`src/rtl/multicycle_ctrl_fsm.sv`:
```
// Multi-cycle CPU control unit: sequences fetch/decode/execute/memory/writeback
// and drives datapath selects, memory strobes and multiplier start.
module multicycle_ctrl_fsm #(
  parameter bit MEM_WAIT_EN = 1'b1,
  parameter bit MUL_EN      = 1'b1,
  parameter bit HALT_STICKY = 1'b1
) (
  input  logic       clk,
  input  logic       reset,
  input  logic [6:0] opcode,
  input  logic       funct7_0,
  input  logic       mem_ready,
  input  logic       mul_done,
  output logic       pc_write_cond,
  output logic       pc_write,
  output logic       i_or_d,
  output logic       mem_read,
  output logic       mem_write,
  output logic       ir_write,
  output logic       alu_src_a,
  output logic       reg_write,
  output logic [1:0] wb_sel,
  output logic [1:0] pc_source,
  output logic [1:0] alu_op,
  output logic [1:0] alu_src_b,
  output logic       mul_start,
  output logic       is_ecall,
  output logic       illegal,
  output logic [3:0] state_o
);

  localparam logic [6:0] OP_LOAD   = 7'b0000011;
  localparam logic [6:0] OP_STORE  = 7'b0100011;
  localparam logic [6:0] OP_OP     = 7'b0110011;
  localparam logic [6:0] OP_IMM    = 7'b0010011;
  localparam logic [6:0] OP_BRANCH = 7'b1100011;
  localparam logic [6:0] OP_JAL    = 7'b1101111;
  localparam logic [6:0] OP_JALR   = 7'b1100111;
  localparam logic [6:0] OP_SYSTEM = 7'b1110011;

  typedef enum logic [3:0] {
    S_FETCH    = 4'd0,
    S_DECODE   = 4'd1,
    S_MEM_ADDR = 4'd2,
    S_MEM_RD   = 4'd3,
    S_MEM_WB   = 4'd4,
    S_MEM_WR   = 4'd5,
    S_EXEC_R   = 4'd6,
    S_R_WB     = 4'd7,
    S_BRANCH   = 4'd8,
    S_HALT     = 4'd9,
    S_EXEC_I   = 4'd10,
    S_JUMP     = 4'd11,
    S_MUL_WAIT = 4'd12,
    S_ILLEGAL  = 4'd13
  } state_t;

  state_t state, state_next;
  logic   ready;
  logic   mul_busy;
  logic   illegal_q;

  assign ready = MEM_WAIT_EN ? mem_ready : 1'b1;

  // mul_busy marks every MUL_WAIT cycle after the first, so the start pulse is one cycle wide
  always_ff @(posedge clk) begin
    if (reset) begin
      state     <= S_FETCH;
      mul_busy  <= 1'b0;
      illegal_q <= 1'b0;
    end else begin
      state     <= state_next;
      mul_busy  <= (state == S_MUL_WAIT);
      illegal_q <= illegal_q | (state_next == S_ILLEGAL);
    end
  end

  always_comb begin
    state_next = S_FETCH;
    case (state)
      S_FETCH:    state_next = ready ? S_DECODE : S_FETCH;
      S_DECODE: begin
        case (opcode)
          OP_LOAD, OP_STORE: state_next = S_MEM_ADDR;
          OP_OP:             state_next = (MUL_EN && funct7_0) ? S_MUL_WAIT : S_EXEC_R;
          OP_IMM:            state_next = S_EXEC_I;
          OP_BRANCH:         state_next = S_BRANCH;
          OP_JAL, OP_JALR:   state_next = S_JUMP;
          OP_SYSTEM:         state_next = S_HALT;
          default:           state_next = S_ILLEGAL;
        endcase
      end
      S_MEM_ADDR: state_next = (opcode == OP_LOAD) ? S_MEM_RD : S_MEM_WR;
      S_MEM_RD:   state_next = ready ? S_MEM_WB : S_MEM_RD;
      S_MEM_WR:   state_next = ready ? S_FETCH : S_MEM_WR;
      S_MEM_WB:   state_next = S_FETCH;
      S_EXEC_R:   state_next = S_R_WB;
      S_EXEC_I:   state_next = S_R_WB;
      S_R_WB:     state_next = S_FETCH;
      S_MUL_WAIT: state_next = mul_done ? S_R_WB : S_MUL_WAIT;
      S_BRANCH:   state_next = S_FETCH;
      S_JUMP:     state_next = S_FETCH;
      S_HALT:     state_next = HALT_STICKY ? S_HALT : S_FETCH;
      S_ILLEGAL:  state_next = S_ILLEGAL;
      default:    state_next = S_FETCH;
    endcase
  end

  always_comb begin
    pc_write_cond = 1'b0;
    pc_write      = 1'b0;
    i_or_d        = 1'b0;
    mem_read      = 1'b0;
    mem_write     = 1'b0;
    ir_write      = 1'b0;
    alu_src_a     = 1'b0;
    reg_write     = 1'b0;
    wb_sel        = 2'b00;
    pc_source     = 2'b00;
    alu_op        = 2'b00;
    alu_src_b     = 2'b00;
    mul_start     = 1'b0;
    is_ecall      = 1'b0;
    if (!reset) begin
      case (state)
        S_FETCH: begin
          mem_read  = 1'b1;
          alu_src_b = 2'b01;
          pc_write  = ready;
          ir_write  = ready;
        end
        S_DECODE:   alu_src_b = 2'b10;
        S_MEM_ADDR: begin
          alu_src_a = 1'b1;
          alu_src_b = 2'b10;
        end
        S_MEM_RD: begin
          mem_read = 1'b1;
          i_or_d   = 1'b1;
        end
        S_MEM_WR: begin
          mem_write = 1'b1;
          i_or_d    = 1'b1;
        end
        S_MEM_WB: begin
          reg_write = 1'b1;
          wb_sel    = 2'b01;
        end
        S_EXEC_R, S_EXEC_I: begin
          alu_src_a = 1'b1;
          alu_src_b = (state == S_EXEC_I) ? 2'b10 : 2'b00;
          alu_op    = 2'b10;
        end
        S_R_WB:     reg_write = 1'b1;
        S_MUL_WAIT: mul_start = ~mul_busy;
        S_BRANCH: begin
          alu_src_a     = 1'b1;
          alu_op        = 2'b01;
          pc_write_cond = 1'b1;
          pc_source     = 2'b01;
        end
        S_JUMP: begin
          alu_src_b = 2'b10;
          alu_src_a = (opcode == OP_JALR);
          pc_write  = 1'b1;
          reg_write = 1'b1;
          wb_sel    = 2'b10;
        end
        S_HALT:     is_ecall = 1'b1;
        default:    ;
      endcase
    end
  end

  assign illegal = illegal_q & ~reset;
  assign state_o = state;

endmodule

```
`config.mk`:
```
export PLATFORM = sky130hd
export DESIGN_NAME = multicycle_ctrl_fsm
export DESIGN_NICKNAME = d
export VERILOG_FILES = /design/src/rtl/multicycle_ctrl_fsm.sv
export SDC_FILE = /design/constraint.sdc
export NUM_CORES = 1
export LEC_CHECK = 0
export BUFFER_PORTS_ARGS = -buffer_cell sky130_fd_sc_hd__buf_2
export CORE_ASPECT_RATIO = 1.25
export CORE_MARGIN = 4
export CORE_UTILIZATION = 41
export CTS_CLUSTER_SIZE = 30
export DETAILED_ROUTE_END_ITERATION = 6
export PLACE_DENSITY = 0.76
export RECOVER_POWER = 25
export SLEW_MARGIN = 40
export SYNTH_ARGS = -nofsm -noshare
export SYNTH_HDL_FRONTEND = slang
export SYNTH_SLANG_ARGS = --single-unit
```
`constraint.sdc`:
```
create_clock -name clk -period 1.2 [get_ports clk]
set_input_delay 0.06 -clock clk [delete_from_list [all_inputs] [get_ports clk]]
set_output_delay 0.06 -clock clk [all_outputs]
set_load 0.1 [all_outputs]
```
==> results of run 1 <==
[kinds of logic after synthesis]
logic type	Yosys count	share of synthesized area
flops	6	0.164
xor+xnor	2	0.0239
simple gates	57	0.411
mux	1	0.0136
compound gates	28	0.302
other cells	1	0.00511
buf+inv	12	0.0818
[through the flow]
stage / area [um^2] / setup WS, ns / TNS (ns) / hold WS (ns)
3_3_place_gp: 1650 / -0.263 / -3.22 / 0.457
2_1_floorplan: 972 / -1.25 / -12.72 / 0.231
==> run_results.csv, run 1 <==
group,metric,value,unit
logic_synthesis,synth_fp_nets,119,
floorplan,initial_core_util,0.453,
outcome,lastStage,"detailed placement (3_5_place_dp)",
logic_synthesis,synth_top_cell_by_area,"dfxtp_1",
logic_synthesis,synth-seq-cells,6,
logic_synthesis,postSynthCellCount,107,
logic_synthesis,synth_top_cell_area_share,0.164,
logic_synthesis,avgSynthCellArea,6.86,um^2
floorplan,ioPinCount,35,
floorplan,die_x,45.9,um
place,place.gp.congestion,1.03,
logic_synthesis,synth_common_cells,"nor2_1 (13), nor3_1 (9), nand2_1 (7), nor2b_1 (7)",
floorplan,row_count,16,
logic_synthesis,ys_types,45,
logic_synthesis,ys.warnings.count,0,
floorplan,die_y,55.3,um
logic_synthesis,netlist_area,734,um^2
logic_synthesis,synthArstFlopShare,0,
logic_synthesis,synth_flop_cell,"dfxtp_1",
place,numPortBuffers,33,
outcome,firstError,"[ERROR DPL-0038] Utilization greater than 100%, impossible to legalize",
logic_synthesis,synth-edff-count,0,
logic_synthesis,yosys-top-cells-area,"dfxtp_1 (16%), nor2_1 (6.6%), nor3_1 (6.1%), nor2b_1 (6.0%), nand2b_1 (4.3%)",
logic_synthesis,synth-seq-area-share,0.164,
logic_synthesis,synth_most_common_cell,"nor2_1",
outcome,outcome,"did not finish",
==> run 2, diff against run 1 <==
Settings changed: CORE_AREA set to 4 4 65 67, CORE_ASPECT_RATIO 1.25 to not set, CORE_MARGIN 4 to not set, CORE_UTILIZATION 41 to not set, CTS_CLUSTER_SIZE 30 to not set, DIE_AREA set to 0 0 69 71, PLACE_DENSITY 0.76 to not set, PLACE_DENSITY_LB_ADDON set to 0.15.
Clock period 1.2 ns to 1.6 ns, I/O delays scaled along.
==> run_results.csv, run 2 <==
group,metric,value,unit
route,totalWireLength,2730,um
setup_path,start_kind,"flip-flop",
logic_synthesis,avgSynthCellArea,6.86,um^2
final_layout,area_growth,112,%
logic_synthesis,synth-simple-area-share,0.411,
floorplan,row_count,22,
pwr,comb_power_share,0.821,
logic_synthesis,synth_most_common_cell,"nor2_1",
outcome,violations,"setup timing",
global_route,antenna_found_initial,0,
final_layout,finalNonFillerCells,205,
logic_synthesis,synth_flop_cell,"dfxtp_1",
sta,timing.hold.ws,0.242,ns
setup_path,crit_type,"flip-flop to output pin",
global_route,track_usage,0.110,
pwr,power_density,1690,nW/um^2
logic_synthesis,synth_fp_nets,119,
setup_path,cpPeakStageDelay,0.43,ns
global_route,grt_pass1_vias,950,
logic_synthesis,synthArstFlopShare,0,
logic_synthesis,ys.warnings.count,0,
outcome,outcome,"complete, but fails checks",
logic_synthesis,synth_common_cells,"nor2_1 (13), nor3_1 (9), nand2_1 (7), nor2b_1 (7)",
place,place.gp.congestion,0.857,
sta,rsz0062_at_grt,"yes",
floorplan,design.core.area,3630,um^2
clock_tree,numCtsBuffers,3,
setup_path,cp-startpoint,"state_o[0]",
logic_synthesis,yosys-top-cells-area,"dfxtp_1 (16%), nor2_1 (6.6%), nor3_1 (6.1%), nor2b_1 (6.0%), nand2b_1 (4.3%)",
logic_synthesis,synthMuxAreaShare,0.0136,
sta,max_freq,615,MHz
route,wl_per_cell,13.3,um
setup_path,cp_cell_sequence,"or3_4 > nor2_4 > and2_4 > or2_4 > buf_12",
global_route,grt_pass1_wl,4490,um
clock_tree,htreeDepth,1,
floorplan,initial_core_util,0.202,
clock_tree,clk_latency,0.22,ns
logic_synthesis,synth_compound_area_frac,0.302,
hold_path,min_path_type,"input pin to flip-flop",
route,viasPerCell,4.67,
final_layout,fin_nets,171,
final_layout,finalInstanceArea,1560,um^2
final_layout,largest_register_ffs,4,
sta,slew_violations,0,
logic_synthesis,synth_top_cell_by_area,"dfxtp_1",
logic_synthesis,synth_adder_area_share,0,
place,place_inst,187,
floorplan,die_y,71,um
global_route,grt_max_degree,18,
setup_path,timing.rr.start,"state_o[1]",
floorplan,ioPinCount,35,
sta,hold_viol_final,0,
logic_synthesis,synth_top_cell_area_share,0.164,
sta,setup_violations,2,
pwr,leakagePower,0.640,nW
route,drt_iter0_drc,30,
pwr,p_clk_frac,0.083,
logic_synthesis,ys_types,45,
place,dpl_cell_area,1380,um^2
pwr,switchingPower,1.48,mW
route,drt_first_pass_iters,4,
logic_synthesis,synth-xor-area-share,0.0239,
clock_tree,cts_buffer_depth,2,
route,drcViolationCount,0,
final_layout,antenna_cells,0,
setup_path,worstPathMaxFanout,7,
flow_run,max_cap_violations,0,
logic_synthesis,synth-seq-area-share,0.164,
clock_tree,cts_sinks,6,
setup_path,crit_slowest_cell,"or3_4",
clock_tree,clkSlewWorstSetupHoldPaths,0.04,ns
sta,period_needed,1.63,ns
setup_path,required,1.52,ns
global_route,grt_overflow,0,
clock_tree,cts_tree,"yes",
final_layout,drive_above_1_share,0.580,
setup_path,cp.arrival,1.55,ns
route,vias,958,
pwr,power_frac_seq,0.096,
logic_synthesis,postSynthCellCount,107,
sta,setup_ws,-0.0251,ns
logic_synthesis,netlist_area,734,um^2
hold_path,hold_start,"opcode[4]",
sta,fin_skew,0.00139,ns
place,pre_cts_ws,0.0524,ns
logic_synthesis,synth_top_family_by_area,"simple AND/OR/NAND/NOR gates",
place,place_hpwl,2160,um
final_layout,final_common_cell,"buf_4",
place,numPortBuffers,33,
logic_synthesis,synth-seq-cells,6,
logic_synthesis,synth-edff-count,0,
route,antenna_left,0,
pwr,p_sw_frac,0.560,
sta,post-route-period-util,1.02,
pwr,internal-power,1.16,mW
pwr,vdd_drop_max,0.855,mV
floorplan,die_x,69,um
final_layout,mostFrequentLayoutCells,"buf_4 (22), buf_12 (17), buf_2 (16)",
floorplan,die_area,4900,um^2
clock_tree,clock-root-buffer,"clkbuf_8",
setup_path,end_kind,"output pin",
[run 2: worst max-delay path, delay by kind of cell, from the launching register on]
kind	cells	cell delay, ns
flip-flops	1	0.35
AND/OR/NAND/NOR	4	0.81
buffers and inverters	1	0.16
[run 2: metal layers]
metal	global-route usage	vias to the layer above	wire length, um
li1	-	488	-
met2	0.194	21	1380
met4	0.0260	0	10
met5	0	-	0
met1	0.133	447	1230
met3	0.0284	2	110
[run 2: kinds of logic (layout without fill, tap and decap cells)]
kind of cell,count (synthesis),after routing
compound gates,28,28
mux,1,1
flops,6,6
other cells,1,1
xor+xnor,2,2
buf+inv,12,62
simple gates,57,57
[run 2: repair_timing]
action / CTS / global route
gates resized for setup: 6 / 2
buffers inserted: 4 / 11
hold buffers: 0 / 0
endpoints found under the setup margin: 11 / 7
pin swaps: 4 / 3
[run 2: final timing paths]
check | to | slack (ns) | cells after the start
worst max-delay path | pc_write | -0.03 | 5
worst max register to register | state_o[1] | 0.11 | 6
worst min register to register | illegal_q | 0.55 | 2
worst min-delay path | state_o[3] | 0.24 | 3
[run 2: power by group through the flow]
stage	Sequential [mW]	Combinational, mW	Clock [mW]
final	0.253	2.17	0.219
after global routing	0.263	2.27	0.233
after CTS	0.300	1.97	0.225
after detailed placement	0.295	1.94	0
after global placement	0.294	1.93	0
after floorplan	0.457	1.26	0
[run 2: stage by stage]
| stage | total power [mW] | util | TNS, ns |
|---|---|---|---|
| detailed placement | 2.23 | 0.380 | 0 |
| global route | 2.76 | 0.429 | -0.203 |
| finish | 2.64 | 0.429 | -0.0295 |
| global placement | 2.23 | 0.380 | 0 |
| floorplan | 1.72 | - | -5.50 |
| CTS | 2.50 | 0.405 | -0.0408 |
[run 2: cell type report]
cell class / count / area, um^2
multi-input cells: 89 / 707
clock buffers: 3 / 41.3
fillers: 367 / 2080
well taps: 48 / 60.1
repair buffers: 57 / 602
inverters: 2 / 12.5
flip-flops and latches: 6 / 135
(Power assumes the default switching activity.)
